### src/rtl/ai_bridge_if.sv
// ============================================================================
//  Module      : ai_bridge_if
//  Description : Avalon-MM slave bus bundle for the AI register window.
//                The master modport drives requests, the slave modport
//                returns read data.
//  Revision    : 1.0 - initial release
// ============================================================================
`default_nettype none

interface ai_bridge_if #(
  parameter int DATA_W = 16,
  parameter int ADDR_W = 4
);
  logic                  AI_READ;
  logic                  AI_WRITE;
  logic                  AI_CS;
  logic [DATA_W/8-1:0]   AI_BYTE_EN;
  logic [ADDR_W-1:0]     AI_ADDR;
  logic [DATA_W-1:0]     AI_WRITEDATA;
  logic [DATA_W-1:0]     AI_READDATA;

  modport master (
    output AI_READ, AI_WRITE, AI_CS, AI_BYTE_EN, AI_ADDR, AI_WRITEDATA,
    input  AI_READDATA
  );

  modport slave (
    input  AI_READ, AI_WRITE, AI_CS, AI_BYTE_EN, AI_ADDR, AI_WRITEDATA,
    output AI_READDATA
  );
endinterface

`default_nettype wire

### src/rtl/ai_bridge.sv
// ============================================================================
//  Module      : ai_bridge
//  Description : Avalon-MM register window between the AI software and the
//                game hardware. Captures frame-consistent snapshots of player
//                and enemy locations and double-buffers per-enemy command
//                words so they reach the sprite logic on a frame boundary.
//                Optional macro AI_IRQ_EN adds the AI_IRQ level interrupt and
//                the storable CTRL.IRQ_EN bit.
//  Revision    : 1.0 - initial release
// ============================================================================
`default_nettype none

module ai_bridge #(
  parameter int DATA_W      = 16,
  parameter int NUM_ENEMIES = 4,
  parameter int ADDR_W      = 4
) (
  input  wire                           CLK,
  input  wire                           RESET,
  ai_bridge_if.slave                    bus,
  input  wire                           FRAME_SYNC,
  input  wire  [DATA_W-1:0]             PLAYER_LOC,
  input  wire  [NUM_ENEMIES*DATA_W-1:0] ENEMY_LOC,
  output logic [NUM_ENEMIES*DATA_W-1:0] ENEMY_CMD,
  output logic                          CMD_UPDATE
`ifdef AI_IRQ_EN
  ,
  output logic                          AI_IRQ
`endif
);
  localparam int BE_W = DATA_W / 8;
  localparam int ED_W = NUM_ENEMIES * DATA_W;

  typedef enum logic [0:0] {
    ST_IDLE    = 1'b0,
    ST_PENDING = 1'b1
  } state_t;

  state_t            state_q, state_d;
  logic              auto_snap_q, auto_snap_d;
  logic              snap_valid_q, snap_valid_d;
  logic              overrun_q, overrun_d;
  logic [DATA_W-1:0] frame_cnt_q, frame_cnt_d;
  logic [DATA_W-1:0] player_snap_q, player_snap_d;
  logic [ED_W-1:0]   enemy_snap_q, enemy_snap_d;
  logic [ED_W-1:0]   cmd_shadow_q, cmd_shadow_d;
  logic [ED_W-1:0]   enemy_cmd_q, enemy_cmd_d;
  logic              cmd_update_q, cmd_update_d;
  logic [DATA_W-1:0] readdata_q, readdata_d;
`ifdef AI_IRQ_EN
  logic              irq_en_q, irq_en_d;
  logic              irq_q, irq_d;
`endif

  logic              wr_en, rd_en, ctrl_wr, stat_wr;
  logic              snap_wr, commit_wr, clr_valid, clr_ovr;
  logic              snap_evt, do_commit;
  logic [DATA_W-1:0] rd_word;

  // Replace only the byte lanes whose enable is set.
  function automatic logic [DATA_W-1:0] byte_merge(
    input logic [DATA_W-1:0] old_v,
    input logic [DATA_W-1:0] new_v,
    input logic [BE_W-1:0]   be
  );
    byte_merge = old_v;
    for (int b = 0; b < BE_W; b++) begin
      if (be[b]) byte_merge[b*8 +: 8] = new_v[b*8 +: 8];
    end
  endfunction

  // Register-file write decode, snapshot capture and status bookkeeping.
  always_comb begin
    wr_en     = bus.AI_CS && bus.AI_WRITE;
    // All CTRL/STATUS bits live in byte 0, so only that lane matters.
    ctrl_wr   = wr_en && (bus.AI_ADDR == ADDR_W'(0)) && bus.AI_BYTE_EN[0];
    stat_wr   = wr_en && (bus.AI_ADDR == ADDR_W'(1)) && bus.AI_BYTE_EN[0];
    snap_wr   = ctrl_wr && bus.AI_WRITEDATA[0];
    commit_wr = ctrl_wr && bus.AI_WRITEDATA[1];
    clr_valid = stat_wr && bus.AI_WRITEDATA[0];
    clr_ovr   = stat_wr && bus.AI_WRITEDATA[1];

    auto_snap_d = ctrl_wr ? bus.AI_WRITEDATA[2] : auto_snap_q;
`ifdef AI_IRQ_EN
    irq_en_d    = ctrl_wr ? bus.AI_WRITEDATA[3] : irq_en_q;
    irq_d       = irq_en_q && snap_valid_q;
`endif

    // A manual SNAP coinciding with an auto capture is a single event.
    snap_evt      = (FRAME_SYNC && auto_snap_q) || snap_wr;
    player_snap_d = snap_evt ? PLAYER_LOC : player_snap_q;
    enemy_snap_d  = snap_evt ? ENEMY_LOC  : enemy_snap_q;

    // Set beats clear; an overrun needs a still-valid unread snapshot.
    snap_valid_d = snap_evt ? 1'b1 : (clr_valid ? 1'b0 : snap_valid_q);
    if (snap_evt && snap_valid_q && !clr_valid) overrun_d = 1'b1;
    else if (clr_ovr)                           overrun_d = 1'b0;
    else                                        overrun_d = overrun_q;

    frame_cnt_d = FRAME_SYNC ? frame_cnt_q + DATA_W'(1) : frame_cnt_q;

    cmd_shadow_d = cmd_shadow_q;
    for (int i = 0; i < NUM_ENEMIES; i++) begin
      if (wr_en && (bus.AI_ADDR == ADDR_W'(4 + NUM_ENEMIES + i)))
        cmd_shadow_d[i*DATA_W +: DATA_W] =
          byte_merge(cmd_shadow_q[i*DATA_W +: DATA_W], bus.AI_WRITEDATA, bus.AI_BYTE_EN);
    end
  end

  // Commit FSM: arm on COMMIT, transfer shadow to active on the next frame.
  always_comb begin
    state_d   = state_q;
    do_commit = 1'b0;
    case (state_q)
      ST_IDLE:    if (commit_wr) state_d = ST_PENDING;
      ST_PENDING: if (FRAME_SYNC) begin
        state_d   = ST_IDLE;
        do_commit = 1'b1;
      end
      default:    state_d = ST_IDLE;
    endcase
    // Uses the pre-write shadow, so a same-cycle shadow write waits a frame.
    enemy_cmd_d  = do_commit ? cmd_shadow_q : enemy_cmd_q;
    cmd_update_d = do_commit;
  end

  // Read mux from current register values; returns zero when not reading.
  always_comb begin
    rd_en   = bus.AI_CS && bus.AI_READ;
    rd_word = '0;
    if (bus.AI_ADDR == ADDR_W'(0)) begin
      rd_word[2] = auto_snap_q;
`ifdef AI_IRQ_EN
      rd_word[3] = irq_en_q;
`endif
    end else if (bus.AI_ADDR == ADDR_W'(1)) begin
      rd_word[2:0] = {state_q == ST_PENDING, overrun_q, snap_valid_q};
    end else if (bus.AI_ADDR == ADDR_W'(2)) begin
      rd_word = frame_cnt_q;
    end else if (bus.AI_ADDR == ADDR_W'(3)) begin
      rd_word = player_snap_q;
    end
    for (int i = 0; i < NUM_ENEMIES; i++) begin
      if (bus.AI_ADDR == ADDR_W'(4 + i))
        rd_word = enemy_snap_q[i*DATA_W +: DATA_W];
      if (bus.AI_ADDR == ADDR_W'(4 + NUM_ENEMIES + i))
        rd_word = cmd_shadow_q[i*DATA_W +: DATA_W];
    end
    readdata_d = rd_en ? rd_word : '0;
  end

  // State register with synchronous reset.
  always_ff @(posedge CLK) begin
    if (RESET) begin
      state_q       <= ST_IDLE;
      auto_snap_q   <= 1'b0;
      snap_valid_q  <= 1'b0;
      overrun_q     <= 1'b0;
      frame_cnt_q   <= '0;
      player_snap_q <= '0;
      enemy_snap_q  <= '0;
      cmd_shadow_q  <= '0;
      enemy_cmd_q   <= '0;
      cmd_update_q  <= 1'b0;
      readdata_q    <= '0;
`ifdef AI_IRQ_EN
      irq_en_q      <= 1'b0;
      irq_q         <= 1'b0;
`endif
    end else begin
      state_q       <= state_d;
      auto_snap_q   <= auto_snap_d;
      snap_valid_q  <= snap_valid_d;
      overrun_q     <= overrun_d;
      frame_cnt_q   <= frame_cnt_d;
      player_snap_q <= player_snap_d;
      enemy_snap_q  <= enemy_snap_d;
      cmd_shadow_q  <= cmd_shadow_d;
      enemy_cmd_q   <= enemy_cmd_d;
      cmd_update_q  <= cmd_update_d;
      readdata_q    <= readdata_d;
`ifdef AI_IRQ_EN
      irq_en_q      <= irq_en_d;
      irq_q         <= irq_d;
`endif
    end
  end

  assign bus.AI_READDATA = readdata_q;
  assign ENEMY_CMD       = enemy_cmd_q;
  assign CMD_UPDATE      = cmd_update_q;
`ifdef AI_IRQ_EN
  assign AI_IRQ          = irq_q;
`endif

endmodule

`default_nettype wire

### src/flat_wrapper.sv
// flat-port wrapper written by rule: the top's interface ports become plain ports
module ai_bridge_flat 
#(
  parameter int DATA_W      = 16,
  parameter int NUM_ENEMIES = 4,
  parameter int ADDR_W      = 4
)
  (CLK, RESET, FRAME_SYNC, PLAYER_LOC, ENEMY_LOC, ENEMY_CMD, CMD_UPDATE, bus_AI_READ, bus_AI_WRITE, bus_AI_CS, bus_AI_BYTE_EN, bus_AI_ADDR, bus_AI_WRITEDATA, bus_AI_READDATA);
  ai_bridge_if #(.DATA_W(DATA_W), .ADDR_W(ADDR_W)) bus_i ();
  input  wire CLK;
  input  wire RESET;
  input  wire FRAME_SYNC;
  input  wire  [DATA_W-1:0] PLAYER_LOC;
  input  wire  [NUM_ENEMIES*DATA_W-1:0] ENEMY_LOC;
  output logic [NUM_ENEMIES*DATA_W-1:0] ENEMY_CMD;
  output logic CMD_UPDATE;
  input wire logic [$bits(bus_i.AI_READ)-1:0] bus_AI_READ;
  input wire logic [$bits(bus_i.AI_WRITE)-1:0] bus_AI_WRITE;
  input wire logic [$bits(bus_i.AI_CS)-1:0] bus_AI_CS;
  input wire logic [$bits(bus_i.AI_BYTE_EN)-1:0] bus_AI_BYTE_EN;
  input wire logic [$bits(bus_i.AI_ADDR)-1:0] bus_AI_ADDR;
  input wire logic [$bits(bus_i.AI_WRITEDATA)-1:0] bus_AI_WRITEDATA;
  output wire logic [$bits(bus_i.AI_READDATA)-1:0] bus_AI_READDATA;
  assign bus_i.AI_READ = bus_AI_READ;
  assign bus_i.AI_WRITE = bus_AI_WRITE;
  assign bus_i.AI_CS = bus_AI_CS;
  assign bus_i.AI_BYTE_EN = bus_AI_BYTE_EN;
  assign bus_i.AI_ADDR = bus_AI_ADDR;
  assign bus_i.AI_WRITEDATA = bus_AI_WRITEDATA;
  assign bus_AI_READDATA = bus_i.AI_READDATA;
  ai_bridge #(.DATA_W(DATA_W), .NUM_ENEMIES(NUM_ENEMIES), .ADDR_W(ADDR_W)) u_core (.CLK(CLK), .RESET(RESET), .bus(bus_i), .FRAME_SYNC(FRAME_SYNC), .PLAYER_LOC(PLAYER_LOC), .ENEMY_LOC(ENEMY_LOC), .ENEMY_CMD(ENEMY_CMD), .CMD_UPDATE(CMD_UPDATE));
endmodule
### config.mk
export PLATFORM = sky130hd
export DESIGN_NAME = ai_bridge_flat
export DESIGN_NICKNAME = d
export VERILOG_FILES = /design/src/rtl/ai_bridge_if.sv /design/src/rtl/ai_bridge.sv /design/src/flat_wrapper.sv
export SDC_FILE = /design/constraint.sdc
export NUM_CORES = 1
export LEC_CHECK = 0
export ABC_AREA = 1
export CAP_MARGIN = 20
export CORE_MARGIN = 5
export CORE_UTILIZATION = 56
export CTS_CLUSTER_DIAMETER = 40
export CTS_CLUSTER_SIZE = 10
export DETAILED_ROUTE_END_ITERATION = 6
export GPL_TIMING_DRIVEN = 0
export PLACE_DENSITY = 0.85
export SLEW_MARGIN = 30
export SYNTH_ARGS = -nofsm -noshare
export SYNTH_HDL_FRONTEND = slang
export SYNTH_SLANG_ARGS = --single-unit
export TNS_END_PERCENT = 5
### constraint.sdc
create_clock -name CLK -period 2.7 [get_ports CLK]
set_clock_uncertainty 0.05 [all_clocks]
set_input_delay 0.27 -clock CLK [delete_from_list [all_inputs] [get_ports CLK]]
set_output_delay 0.27 -clock CLK [all_outputs]
set_load 0.01 [all_outputs]
==> impl_metrics.env <==
export IMPL_synth_top_area_share=0.503
export IMPL_cp_max_fo=10
export IMPL_rows=48
export IMPL_cts_buffer_depth=3
export IMPL_synth_xor_area_frac=0.00180
export IMPL_postSynthRegisterBits=245
export IMPL_muxShareOfSynthArea=0
export IMPL_postCtsSetupBuffers=0
export IMPL_fillCellCount=1322
export IMPL_worst_pin_slew_ns=0.750
export IMPL_synth_top_family_by_area="simple AND/OR/NAND/NOR gates"
export IMPL_drtIter0Drc=1111
export IMPL_die_x_microns=142
export IMPL_wl_per_cell_microns=19.1
export IMPL_yosysWarnings=0
export IMPL_cts_sinks=245
export IMPL_fmax_mhz=458
export IMPL_cp_arrival_ns=2.57
export IMPL_period_share=0.808
export IMPL_ant_nets=0
export IMPL_powerDensity_nw_per_um2=640
export IMPL_hpwlAfterDp_microns=25600
export IMPL_synth_flop_cell="dfxtp_1"
export IMPL_grt_max_degree=11
export IMPL_hold_depth=3
export IMPL_async_flop_share=0
export IMPL_avgSynthCellArea_sq_um=7.37
export IMPL_tns_ns=0
export IMPL_worst_setup_path_type="in -> reg"
export IMPL_critPathLaunchType="primary input"
export IMPL_worst_path_max_delay_cell="clkbuf_1"
export IMPL_core_area_sq_um=17200
export IMPL_via_per_inst=5.57
export IMPL_nets=1656
export IMPL_cts_made_buffers=34
export IMPL_io_buffers=187
export IMPL_synthCells=1323
export IMPL_first_global_vias=9429
export IMPL_antenna_found_initial=0
export IMPL_synth_edf_count=0
export IMPL_cpMostUsedCell="clkbuf_1"
export IMPL_ir_drop_mv=0.447
export IMPL_drc=0
export IMPL_rsz0062_at_grt="no"
export IMPL_synth_adder_area_share=0.00128
export IMPL_synthSimpleGateAreaFrac=0.229
export IMPL_cts_clk_slew_worst_paths_ns=0.05
export IMPL_drv_slew=0
export IMPL_vias=9966
export IMPL_start_util=0.568
export IMPL_die_h_microns=142
export IMPL_hold_path_class="in -> reg"
export IMPL_diodes=0
export IMPL_r2r_cells=5
export IMPL_synth_most_common_cell="dfxtp_1"
export IMPL_num_io_pins=189
export IMPL_gr_usage_all_layers=0.329
export IMPL_area_delta_synth_final_pct=33.2
export IMPL_drv_cap=0
export IMPL_synth_compound_area_frac=0.172
export IMPL_max_stage_delay_ns=0.58
export IMPL_power_leakage_nw=5.08
export IMPL_htree_levels=2
export IMPL_totalWireLength_microns=34100
export IMPL_layout_drive_gt1_share=0.0627
export IMPL_grt_ovfl_total=0
export IMPL_finalPower_mw=8.31
export IMPL_crit_required_ns=3.09
export IMPL_grt_pass1_wl_microns=51600
export IMPL_gp_congestion=0.953
export IMPL_synth_nets=1432
export IMPL_synthTopCellsByCount="245 x dfxtp_1, 214 x o21ai_0, 203 x nor2_1"
export IMPL_finalHoldViolCount=0
export IMPL_syn_area_sq_um=9750
export IMPL_clk_insertion_delay_late_ns=0.50
export IMPL_synth_top_cell_by_area="dfxtp_1"
export IMPL_root_buffer="clkbuf_16"
export IMPL_seq_area_frac_synth=0.503
export IMPL_critical_path_cell_chain="clkdlybuf4s50_1 -> buf_2 -> inv_1 -> clkbuf_1 -> clkbuf_1 -> o21ai_0 -> nor2_1"
export IMPL_outcome="complete, no violations"
export IMPL_synth_area_top_cells="dfxtp_1 50%, o21ai_0 11%, nor2_1 7.8%"
export IMPL_cts_tree="yes"
export IMPL_maxSlewHeadroom=0.500
export IMPL_crit_path_end_kind="register"
export IMPL_die_area_sq_um=20200
export IMPL_drt_pass1_iterations=5
export IMPL_finalCriticalPeriod_ns=2.18
export IMPL_yosys_cell_types_count=31
export IMPL_setup_viol=0
-- flip-flops by register name, summed over array words and instances, names as in the netlist, 16 cells and up --
register / flops
u_core.frame_cnt_q: 16
u_core.ENEMY_CMD: 64
u_core.enemy_snap_q: 64
u_core.bus.AI_READDATA: 16
u_core.cmd_shadow_q: 64
u_core.player_snap_q: 16
-- path summary, 6_finish.rpt --
kind / start / endpoint / slack (ns)
worst max register to register: u_core.frame_cnt_q[0] / u_core.frame_cnt_q[12] / 0.80
worst max-delay path: RESET / u_core.enemy_snap_q[61] / 0.52
worst min register to register: u_core.enemy_snap_q[58] / u_core.enemy_snap_q[58] / 0.40
worst min-delay path: ENEMY_LOC[48] / u_core.enemy_snap_q[48] / 0.30
-- worst max-delay path, delay by kind of cell --
| family | cells | cell delay [ns] |
|---|---|---|
| buf+inv | 5 | 1.92 |
| compound gates | 1 | 0.23 |
| simple gates | 1 | 0.14 |
-- per-stage QoR --
step / worst slack [ns] / cells / utilization / hold slack [ns] / cell area, sq um
after floorplan: 1.22 / 1323 / - / 0.340 / 9750
after global placement: 0.105 / 1735 / 0.693 / 0.387 / 11900
after detailed placement: 0.0946 / 1735 / 0.693 / 0.389 / 11900
after CTS: 0.567 / 1788 / 0.756 / 0.295 / 13000
after global routing: 0.426 / 1788 / 0.756 / 0.311 / 13000
final: 0.518 / 1788 / 0.756 / 0.300 / 13000
-- cells by family after synthesis --
| kind of cell | after synthesis |
|---|---|
| and+or+nand+nor | 520 |
| buffers and inverters | 223 |
| AOI/OAI and AO/OA | 332 |
| DFF | 245 |
| xor gates and xnor gates | 2 |
| adders and majority gates | 1 |
-- cells in the final DEF (no fill, tap or decap), types with 2 or more instances in the layout --
cell and n:
nor2_1 203, nand4_1 15, clkinv_1 2, o21bai_1 2, clkbuf_8 5, a21oi_1 100
clkinv_2 3, nor3_2 2, inv_1 141, buf_4 8, o21ai_1 10, dfxtp_1 245
nor2_4 3, nor2_2 6, nand2_1 160, inv_2 6, buf_6 3, a211oi_1 2
clkbuf_16 37, nor3_1 16, nand2_2 5, o21ai_0 214, nand3_1 107, clkdlybuf4s50_1 187
xor2_1 2, o22ai_1 3, buf_2 15, buf_1 2, clkbuf_1 49
-- what timing repair did --
item	CTS	global route
hold buffers	1	0
hold endpoints to repair	1	0
gates resized for setup	0	0
endpoints found under the setup margin	0	0
-- power breakdown --
group / switching [mW] / internal, mW / leakage, nW
Combinational: 0.226 / 0.192 / 2.58
Clock: 1.55 / 2.68 / 0.527
Sequential: 0.0158 / 3.64 / 1.97
-- per-layer routing --
layer,up-vias,global-route usage,share of wire
met1,4542,0.447,0.42
met3,94,0.0702,0.098
met5,-,0,0
met4,0,0.140,0.043
met2,575,0.509,0.44
li1,4755,-,-
-- area by class of cell --
cell class | count | area, sq um | area share
Sequential cell | 245 | 4900 | 0.378
Clock buffer | 46 | 1010 | 0.0778
Timing Repair Buffer | 188 | 1880 | 0.145
Inverter | 149 | 559 | 0.0431
Buffer | 74 | 350 | 0.0270
Multi-Input combinational cell | 855 | 3940 | 0.303
Clock inverter | 6 | 61.3 | 0.00472
Tap cell | 225 | 282 | 0.0217
No activity file was read; power rests on OpenSTA's default activity.
